--- config.mk ---
export PLATFORM = sky130hd
export DESIGN_NAME = hazard_stall_unit_flat
export DESIGN_NICKNAME = d
export VERILOG_FILES = /design/src/rtl/hazard_stall_unit_if.sv /design/src/rtl/hazard_stall_unit.sv /design/src/flat_wrapper.sv
export SDC_FILE = /design/constraint.sdc
export NUM_CORES = 1
export LEC_CHECK = 0
export ABC_CLOCK_PERIOD_IN_PS = 2530
export CAP_MARGIN = 10
export CORE_MARGIN = 10
export CORE_UTILIZATION = 50
export CTS_BUF_LIST = sky130_fd_sc_hd__clkbuf_8
export CTS_CLUSTER_DIAMETER = 120
export DETAILED_ROUTE_END_ITERATION = 10
export PLACE_DENSITY = 0.85
export SLEW_MARGIN = 0
export SYNTH_ARGS = -nofsm -noshare
export SYNTH_HDL_FRONTEND = slang
export SYNTH_SLANG_ARGS = --single-unit
export TNS_END_PERCENT = 30
--- constraint.sdc ---
create_clock -name clk -period 2.53 [get_ports clk]
set_input_delay 0.506 -clock clk [delete_from_list [all_inputs] [get_ports clk]]
set_output_delay 0.506 -clock clk [all_outputs]
set_load 0.01 [all_outputs]
--- src/rtl/hazard_stall_unit_if.sv ---
// Pipeline-side bundle for the hazard stall unit: EX/MEM/ID hazard sources in,
// stall/flush controls and performance counters out.
interface hazard_stall_unit_if #(
    parameter int CNT_WIDTH = 32
);
    logic                 ID_EX_MemRead;
    logic                 ID_EX_RegWrite;
    logic [4:0]           ID_EX_RegisterRd;
    logic                 EX_MEM_MemRead;
    logic [4:0]           EX_MEM_RegisterRd;
    logic [4:0]           IF_ID_RegisterRs;
    logic [4:0]           IF_ID_RegisterRt;
    logic                 beq;
    logic                 bne;
    logic                 jump;
    logic                 branch_taken;
    logic                 PCWrite;
    logic                 IF_ID_Write;
    logic                 ID_EX_Bubble;
    logic                 IF_ID_Flush;
    logic [CNT_WIDTH-1:0] stall_cycles;
    logic [CNT_WIDTH-1:0] flush_count;

    modport master (
        output ID_EX_MemRead, ID_EX_RegWrite, ID_EX_RegisterRd,
        output EX_MEM_MemRead, EX_MEM_RegisterRd,
        output IF_ID_RegisterRs, IF_ID_RegisterRt,
        output beq, bne, jump, branch_taken,
        input  PCWrite, IF_ID_Write, ID_EX_Bubble, IF_ID_Flush,
        input  stall_cycles, flush_count
    );

    modport slave (
        input  ID_EX_MemRead, ID_EX_RegWrite, ID_EX_RegisterRd,
        input  EX_MEM_MemRead, EX_MEM_RegisterRd,
        input  IF_ID_RegisterRs, IF_ID_RegisterRt,
        input  beq, bne, jump, branch_taken,
        output PCWrite, IF_ID_Write, ID_EX_Bubble, IF_ID_Flush,
        output stall_cycles, flush_count
    );
endinterface

--- src/rtl/hazard_stall_unit.sv ---
// ID-stage stall/flush controller: freezes PC and IF/ID with ID/EX bubbles on
// load-use and branch-operand hazards, flushes IF/ID on taken branches/jumps.
module hazard_stall_unit #(
    parameter int CNT_WIDTH = 32
) (
    input logic               clk,
    input logic               reset,
    hazard_stall_unit_if.slave hz
);
    typedef enum logic {
        ST_RUN   = 1'b0,
        ST_STALL = 1'b1
    } state_t;

    state_t               state_r;
    logic [1:0]           remaining_r;
    logic [CNT_WIDTH-1:0] stall_cycles_r;
    logic [CNT_WIDTH-1:0] flush_count_r;

    logic       branch_s;
    logic       match_ex_s;
    logic       match_mem_s;
    logic [1:0] need_s;
    logic       stall_s;
    logic       flush_s;

    // Hazard classification: required stall count from the current ID/EX/MEM contents.
    always_comb begin
        branch_s    = hz.beq | hz.bne;
        match_ex_s  = (hz.ID_EX_RegisterRd != 5'd0) &&
                      ((hz.ID_EX_RegisterRd == hz.IF_ID_RegisterRs) ||
                       (hz.ID_EX_RegisterRd == hz.IF_ID_RegisterRt));
        match_mem_s = (hz.EX_MEM_RegisterRd != 5'd0) &&
                      ((hz.EX_MEM_RegisterRd == hz.IF_ID_RegisterRs) ||
                       (hz.EX_MEM_RegisterRd == hz.IF_ID_RegisterRt));
        need_s = 2'd0;
        // Rules ordered by cost so the largest stall count wins.
        if (branch_s && hz.ID_EX_MemRead && match_ex_s) begin
            need_s = 2'd2;
        end else if (hz.ID_EX_MemRead && match_ex_s) begin
            need_s = 2'd1;
        end else if (branch_s && hz.ID_EX_RegWrite && !hz.ID_EX_MemRead && match_ex_s) begin
            need_s = 2'd1;
        end else if (branch_s && hz.EX_MEM_MemRead && match_mem_s) begin
            need_s = 2'd1;
        end else begin
            need_s = 2'd0;
        end
    end

    // Stall and flush decisions; reset forces the pipeline to run freely.
    always_comb begin
        stall_s = 1'b0;
        flush_s = 1'b0;
        if (reset) begin
            stall_s = 1'b0;
            flush_s = 1'b0;
        end else begin
            case (state_r)
                ST_RUN:   stall_s = (need_s != 2'd0);
                ST_STALL: stall_s = 1'b1;
                default:  stall_s = 1'b0;
            endcase
            // A branch cannot resolve while its operands are pending, so stall wins.
            if (stall_s) begin
                flush_s = 1'b0;
            end else begin
                flush_s = hz.jump | (branch_s & hz.branch_taken);
            end
        end
    end

    // Multi-cycle stall sequencer.
    always_ff @(posedge clk) begin
        if (reset) begin
            state_r     <= ST_RUN;
            remaining_r <= 2'd0;
        end else begin
            case (state_r)
                ST_RUN: begin
                    if (need_s == 2'd2) begin
                        state_r     <= ST_STALL;
                        remaining_r <= 2'd1;
                    end else begin
                        state_r     <= ST_RUN;
                        remaining_r <= 2'd0;
                    end
                end
                ST_STALL: begin
                    if (remaining_r <= 2'd1) begin
                        state_r     <= ST_RUN;
                        remaining_r <= 2'd0;
                    end else begin
                        state_r     <= ST_STALL;
                        remaining_r <= remaining_r - 2'd1;
                    end
                end
                default: begin
                    state_r     <= ST_RUN;
                    remaining_r <= 2'd0;
                end
            endcase
        end
    end

    // Wrapping performance counters, updated on the edge that ends the event cycle.
    always_ff @(posedge clk) begin
        if (reset) begin
            stall_cycles_r <= '0;
            flush_count_r  <= '0;
        end else begin
            if (stall_s) begin
                stall_cycles_r <= stall_cycles_r + CNT_WIDTH'(1);
            end
            if (flush_s) begin
                flush_count_r <= flush_count_r + CNT_WIDTH'(1);
            end
        end
    end

    assign hz.PCWrite      = ~stall_s;
    assign hz.IF_ID_Write  = ~stall_s;
    assign hz.ID_EX_Bubble = stall_s;
    assign hz.IF_ID_Flush  = flush_s;
    assign hz.stall_cycles = stall_cycles_r;
    assign hz.flush_count  = flush_count_r;
endmodule

--- src/flat_wrapper.sv ---
// flat-port wrapper written by rule: the top's interface ports become plain ports
module hazard_stall_unit_flat 
#(
    parameter int CNT_WIDTH = 32
)
  (clk, reset, hz_ID_EX_MemRead, hz_ID_EX_RegWrite, hz_ID_EX_RegisterRd, hz_EX_MEM_MemRead, hz_EX_MEM_RegisterRd, hz_IF_ID_RegisterRs, hz_IF_ID_RegisterRt, hz_beq, hz_bne, hz_jump, hz_branch_taken, hz_PCWrite, hz_IF_ID_Write, hz_ID_EX_Bubble, hz_IF_ID_Flush, hz_stall_cycles, hz_flush_count);
  hazard_stall_unit_if #(.CNT_WIDTH(CNT_WIDTH)) hz_i ();
  input logic clk;
  input logic reset;
  input wire logic [$bits(hz_i.ID_EX_MemRead)-1:0] hz_ID_EX_MemRead;
  input wire logic [$bits(hz_i.ID_EX_RegWrite)-1:0] hz_ID_EX_RegWrite;
  input wire logic [$bits(hz_i.ID_EX_RegisterRd)-1:0] hz_ID_EX_RegisterRd;
  input wire logic [$bits(hz_i.EX_MEM_MemRead)-1:0] hz_EX_MEM_MemRead;
  input wire logic [$bits(hz_i.EX_MEM_RegisterRd)-1:0] hz_EX_MEM_RegisterRd;
  input wire logic [$bits(hz_i.IF_ID_RegisterRs)-1:0] hz_IF_ID_RegisterRs;
  input wire logic [$bits(hz_i.IF_ID_RegisterRt)-1:0] hz_IF_ID_RegisterRt;
  input wire logic [$bits(hz_i.beq)-1:0] hz_beq;
  input wire logic [$bits(hz_i.bne)-1:0] hz_bne;
  input wire logic [$bits(hz_i.jump)-1:0] hz_jump;
  input wire logic [$bits(hz_i.branch_taken)-1:0] hz_branch_taken;
  output wire logic [$bits(hz_i.PCWrite)-1:0] hz_PCWrite;
  output wire logic [$bits(hz_i.IF_ID_Write)-1:0] hz_IF_ID_Write;
  output wire logic [$bits(hz_i.ID_EX_Bubble)-1:0] hz_ID_EX_Bubble;
  output wire logic [$bits(hz_i.IF_ID_Flush)-1:0] hz_IF_ID_Flush;
  output wire logic [$bits(hz_i.stall_cycles)-1:0] hz_stall_cycles;
  output wire logic [$bits(hz_i.flush_count)-1:0] hz_flush_count;
  assign hz_i.ID_EX_MemRead = hz_ID_EX_MemRead;
  assign hz_i.ID_EX_RegWrite = hz_ID_EX_RegWrite;
  assign hz_i.ID_EX_RegisterRd = hz_ID_EX_RegisterRd;
  assign hz_i.EX_MEM_MemRead = hz_EX_MEM_MemRead;
  assign hz_i.EX_MEM_RegisterRd = hz_EX_MEM_RegisterRd;
  assign hz_i.IF_ID_RegisterRs = hz_IF_ID_RegisterRs;
  assign hz_i.IF_ID_RegisterRt = hz_IF_ID_RegisterRt;
  assign hz_i.beq = hz_beq;
  assign hz_i.bne = hz_bne;
  assign hz_i.jump = hz_jump;
  assign hz_i.branch_taken = hz_branch_taken;
  assign hz_PCWrite = hz_i.PCWrite;
  assign hz_IF_ID_Write = hz_i.IF_ID_Write;
  assign hz_ID_EX_Bubble = hz_i.ID_EX_Bubble;
  assign hz_IF_ID_Flush = hz_i.IF_ID_Flush;
  assign hz_stall_cycles = hz_i.stall_cycles;
  assign hz_flush_count = hz_i.flush_count;
  hazard_stall_unit #(.CNT_WIDTH(CNT_WIDTH)) u_core (.clk(clk), .reset(reset), .hz(hz_i));
endmodule
Word-level counts from Yosys, hierarchy flattened
Cells that the tools add are included.
Widths: inputs -> output; s select.
{ "word_totals": {"regBits": 67, "latchBits": 0, "ram_bits": 0, "mem_bits_ro": 0, "out_inout_bits": 68, "wordCells": 49, "mem_count": 0} }
{ "op_classes": {"add_sub_neg": 3, "multipliers": 0, "n_div": 0, "n_lt_le_gt_ge": 1, "eq_ne": 5, "shift": 0, "n_mux": 15, "bitwise_logic": 5, "n_reduce_logical": 16} }
{ "ops": {"columns": ["op", "count"], "rows": [
  ["$add 32x1->32 const B", 2],
  ["$eq 5x5->1", 4],
  ["$logic_and 1x1->1", 10],
  ["$reduce_bool 5->1", 2],
  ["$mux 1", 8],
  ["$mux 2", 4],
  ["$pmux 1 s2", 2],
  ["$pmux 2 s2", 1],
  ["$eq 2x2->1 const B", 1],
  ["$le 2x1->1 const B", 1],
  ["$logic_or 1x1->1", 2],
  ["$not 1->1", 2],
  ["$or 1x1->1", 2],
  ["$reduce_bool 2->1", 1],
  ["$sub 2x1->2 const B", 1],
  ["$and 1x1->1", 1],
  ["$logic_not 1->1", 1]
]} }

Logic depth before layout (Yosys ltp)
{ "depth": {"word_depth": 13, "ltp_mapped": 8, "ltp_nobuf": 6} }

Worst setup path before layout
No wires, ideal clock.
{ "synth_path": {"path_kind": "input -> output", "startpoint": "input hz_ID_EX_RegisterRd[0]", "endpoint": "output hz_IF_ID_Flush", "t_arrival_ns": 2.022, "slack_ns": 0.002, "path_stages": 7, "path_buffers": 2, "path_cell_list": "or4_1 -> nor2_1 -> or2_2 -> o221ai_2 -> clkbuf_1 -> buf_2 -> nor3_1"} }
{ "synth_between": {"elab_chain_len": 12} }
{ "synth_rtl": {"columns": ["item", "line_no", "text"], "rows": [
  ["start: declaration", "flat_wrapper.sv:12", "input wire logic [$bits(hz_i.ID_EX_RegisterRd)-1:0] hz_ID_EX_RegisterRd;"],
  ["$eq 5x5->1 (on tied branches)", "hazard_stall_unit.sv:31, hazard_stall_unit.sv:32", null],
  ["$logic_or 1x1->1", "hazard_stall_unit.sv:31", "((hz.ID_EX_RegisterRd == hz.IF_ID_RegisterRs) ||"],
  ["$logic_and 1x1->1 *", "hazard_stall_unit.sv:30", "match_ex_s = (hz.ID_EX_RegisterRd != 5'd0) &&"],
  ["$logic_and 1x1->1", "hazard_stall_unit.sv:42", "end else if (branch_s && hz.ID_EX_RegWrite && !hz.ID_EX_MemRead && match_ex_s) begin"],
  ["$mux 2", "hazard_stall_unit.sv:42", null],
  ["$mux 2", "hazard_stall_unit.sv:40", "end else if (hz.ID_EX_MemRead && match_ex_s) begin"],
  ["$mux 2 *", "hazard_stall_unit.sv:38", "if (branch_s && hz.ID_EX_MemRead && match_ex_s) begin"],
  ["$reduce_bool 2->1 *", "hazard_stall_unit.sv:60", "ST_RUN: stall_s = (need_s != 2'd0);"],
  ["$pmux 1 s2 *", "hazard_stall_unit.sv:59", "case (state_r)"],
  ["$mux 1 *", "hazard_stall_unit.sv:55", "if (reset) begin"],
  ["$mux 1 *", "hazard_stall_unit.sv:65", "if (stall_s) begin"],
  ["$mux 1 *", "hazard_stall_unit.sv:55", null],
  ["end: declaration", "flat_wrapper.sv:24", "output wire logic [$bits(hz_i.IF_ID_Flush)-1:0] hz_IF_ID_Flush;"]
]} }
Mark *: on every way between the ends. The rest lies on a longest branch, timed or not. The select of a mux whose other input is x is not followed.

Final worst setup path
{ "layout_path": {"startpoint": "input hz_EX_MEM_RegisterRd[4]", "endpoint": "output hz_IF_ID_Flush"} }
{ "layout_between": {"elab_chain_len": 13} }
{ "layout_rtl": {"columns": ["item", "line_no", "text"], "rows": [
  ["start: declaration", "flat_wrapper.sv:14", "input wire logic [$bits(hz_i.EX_MEM_RegisterRd)-1:0] hz_EX_MEM_RegisterRd;"],
  ["$eq 5x5->1 (on tied branches)", "hazard_stall_unit.sv:34, hazard_stall_unit.sv:35", null],
  ["$logic_or 1x1->1", "hazard_stall_unit.sv:34", "((hz.EX_MEM_RegisterRd == hz.IF_ID_RegisterRs) ||"],
  ["$logic_and 1x1->1 *", "hazard_stall_unit.sv:33", "match_mem_s = (hz.EX_MEM_RegisterRd != 5'd0) &&"],
  ["$logic_and 1x1->1 *", "hazard_stall_unit.sv:44", "end else if (branch_s && hz.EX_MEM_MemRead && match_mem_s) begin"],
  ["$mux 1 *", "hazard_stall_unit.sv:44", null],
  ["$mux 2 *", "hazard_stall_unit.sv:42", null],
  ["$mux 2 *", "hazard_stall_unit.sv:40", null],
  ["$mux 2 *", "hazard_stall_unit.sv:38", null],
  ["$reduce_bool 2->1 *", "hazard_stall_unit.sv:60", null],
  ["$pmux 1 s2 *", "hazard_stall_unit.sv:59", null],
  ["$mux 1 *", "hazard_stall_unit.sv:55", null],
  ["$mux 1 *", "hazard_stall_unit.sv:65", null],
  ["$mux 1 *", "hazard_stall_unit.sv:55", null]
]} }
Marks and branches as above.

==> key figures <==
GRT
  – First-pass GRT wire length: 18600 um
  – Total gr overflow: 0
  – Total GRT Usage: 19.6%
  – Largest net degree at the start of global routing: 71
  – Vias in the first global route: 3762
  – Initial antenna violation count: 0

STA
  – FMAX: 401 MHz
  – Setup TNS: 0 ns
  – Worst-margin pin slew: 0.718 ns
  – Tcrit/Tclk final: 98.7%
  – Relative max-transition margin: 52.1%
  – Hold Vio Cnt, Final: 0
  – Final Max Slew Viols: 0
  – Final Setup Violations: 0
  – Minimum clock period: 2.50 ns
  – RSZ-0062 raised after global routing: true
  – Setup Skew: 0.0136 ns
  – Hold WS: 0.494 ns

Power
  – Leak: 1.64 nW
  – Clock power frac: 38.1%
  – Internal: 1.60 mW
  – Pwr Density: 425 nW/um2
  – Switch Pwr: 561 uW
  – Worst vdd ir: 250 uV
  – Combinational cell fraction of total power: 12.4%
  – Sequential share of power: 49.5%
  – Switch share: 26.0%

Final layout
  – Most common cell after layout, fill and taps aside: clkdlybuf4s50_1
  – Share of layout cells above drive strength 1: 12.3%
  – Nets@finish: 600
  – Inserted Diodes: 0
  – Area delta synth->final: 36.6%
  – Final Core Density: 70.1%
  – Non-Filler Instances: 669
  – Most frequent cells in the layout: clkdlybuf4s50_1, dfxtp_1, a21oi_1

Detailed routing
  – Wire length on met2: 5780 um
  – Met1 WL: 4920 um
  – Top Layer Used: met4
  – Routed vias/inst: 6.13
  – Routed via count: 4103
  – Routed Antenna Nets: 0
  – Post-detailed-routing wire length: 11700 um
  – Per-cell routed wire length: 17.5 um
  – DRC viols: 0
  – Drt first pass iters: 5
  – DRT iter0 DRCs: 222
  – Met3 wire length: 830 um

Placed design
  – Post-placement cell count: 655
  – Gpl congestion: 0.873
  – Port Buf Inserts: 96
  – DP Wirelength: 8270 um

Critical path
  – R2R Setup Slk: 0.28 ns
  – CP Cell Sequence: clkdlybuf4s15_1 -> or4_4 -> o211ai_4 -> o221ai_4 -> nor3_2 -> buf_2
  – CP Launch Type: input pin
  – CP peak stage delay: 0.57 ns
  – Crit Path Category: in2out
  – CP Capture Type: output port
  – Critical R2R Capture: u_core.hz.flush_count[22]
  – Critical path fanouts, max: 3
  – Path depth of the worst reg2reg path: 6
  – RR Startpoint: u_core.hz.flush_count[7]
  – CP Data Required Time: 2.02 ns
  – Critical Path AT: 1.99 ns
  – Slowest cell on crit path: or4_4

Run status
  – Status: complete, no violations

CTS
  – CTS clock-pin slew for the worst setup and hold paths: 0.07 ns
  – CTS Buf Count: 9
  – Post-CTS Hold Buffers: 0
  – Skew-Pair Late Insertion Delay: 0.34 ns
  – Clk buf depth: 2
  – CTS tree: yes
  – Clk sinks: 67
  – Clk root buf: clkbuf_8
  – CTS H-tree lvls: 3

Logic synthesis
  – Distinct cells, synth: 41
  – Synth area leader: dfxtp_1
  – Async SR Flop Fraction: 0%
  – Synth warnings: 0
  – Post-synthesis compound-gate area fraction: 21.7%
  – Sequential area share after synthesis: 36.0%
  – Synth Cell Area: 3720 um2
  – Syn Nets: 501
  – Yosys reg bits: 67
  – Post-Synth XOR/XNOR Area: 4.94%
  – Post-synth top flop: dfxtp_1
  – Post-synth EDFFs: 0
  – Post-synthesis simple-gate area fraction: 30.3%
  – Synth top area share: 36.0%
  – Largest family of logic cells by synthesized area: simple AND/OR/NAND/NOR gates
  – Mux share of post-synthesis cell area: 0.605%
  – Synth Area in Adders: 1.68%
  – Synth area leaders: dfxtp_1, a21oi_1, or4_1
  – Synthesized instance count: 467
  – Avg Cell Area, Syn: 7.98 um2

Min path
  – Min-delay src: u_core.hz.flush_count[23]
  – Hold Crit Class: reg2reg
  – WHS Endpoint: u_core.hz.flush_count[23]
  – Worst Hold Path Cells: 2

Floorplanning
  – I/O pins: 97
  – Core box area: 7250 um2
  – Die W: 106 um
  – Die area: 11300 um2
  – Die Y: 106 um
  – Initial Util: 51.4%
  – FP Rows: 31

Job
  – Max-cap violations: 0
==> power groups by stage <==
stage          Clock, mW  Combinational, mW  Sequential (mW)
6_report           0.822              0.268             1.07
2_1_floorplan          0              0.127             1.10
5_1_grt            0.861              0.286             1.07
3_3_place_gp           0              0.256             1.09
3_5_place_dp           0              0.261             1.09
4_1_cts            0.827              0.259             1.07
==> per-stage QoR <==
step / total power [mW] / setup WS (ns) / instance area [um2]
finish: 2.16 / 0.0339 / 5090
global route: 2.22 / -0.00143 / 5090
CTS: 2.16 / 0.00441 / 5070
detailed placement: 1.35 / -0.733 / 4890
global placement: 1.35 / -0.670 / 4890
floorplan: 1.22 / 0.00150 / 3720
==> sequential cells by signal (all words and copies together) (netlist names) <==
signal / flops
u_core.state_r: 1
u_core.hz.flush_count: 32
u_core.hz.stall_cycles: 32
u_core.remaining_r: 2
==> worst max path at each step <==
stage / startpoint / endpoint / slack, ns / depth (start not counted)
after floorplan: hz_ID_EX_RegisterRd[0] / hz_IF_ID_Flush / 0.002 / 7
after global placement: hz_ID_EX_RegisterRd[0] / hz_IF_ID_Flush / -0.67 / 7
after detailed placement: hz_ID_EX_RegisterRd[0] / hz_IF_ID_Flush / -0.73 / 7
after CTS: hz_ID_EX_RegisterRd[3] / hz_ID_EX_Bubble / 0.004 / 8
after global routing: hz_EX_MEM_RegisterRd[2] / hz_IF_ID_Flush / -0.001 / 6
final: hz_EX_MEM_RegisterRd[4] / hz_IF_ID_Flush / 0.03 / 6
==> worst max-delay path: cells and delay by family <==
family	cells	cell delay [ns]
buffers and inverters	2	0.41
and+or+nand+nor	2	0.72
AOI/OAI and AO/OA	2	0.35
==> repair_timing <==
| item | in CTS | in global routing |
|---|---|---|
| resized for setup | 46 | 16 |
| setup endpoints to repair | 56 | 38 |
| buffers inserted | 1 | 0 |
| pin swaps | 9 | 10 |
==> per-layer routing <==
metal  GRT usage [%]  vias up
met3            4.71       15
met5               0        -
met4            5.90        0
li1                -     1984
met1            24.2     1942
met2            32.9      162
==> logic make-up after synthesis <==
group / after synthesis
AOI/OAI and AO/OA: 133
xor gates and xnor gates: 21
adders and majority gates: 5
buffers and inverters: 41
DFF: 67
muxes: 2
and+or+nand+nor: 198
==> area by class of cell <==
type / count / area, um2
Multi-Input combinational cell: 359 / 2290
Fill cell: 609 / 2170
Sequential cell: 67 / 1340
Timing Repair Buffer: 120 / 1120
Clock buffer: 12 / 165
Tap cell: 99 / 124
Inverter: 9 / 33.8
Clock inverter: 3 / 13.8
==> synth_stat cells, types with 3 or more instances <==
library cell / count
and2_1: 5
o21ai_0: 25
nor2_1: 18
dfxtp_1: 67
or4_1: 33
xnor2_1: 3
nand2_1: 30
nor3_1: 9
nand3_1: 33
or3_1: 23
o31ai_1: 31
or2_2: 3
nor4_1: 4
buf_2: 5
a21oi_1: 63
inv_1: 9
xor2_1: 18
nand2b_1: 3
clkbuf_1: 23
nand4_1: 18
and4_1: 6
o21ba_2: 3
and3_1: 9
ha_1: 5
No activity file was read; power rests on OpenSTA's default activity.
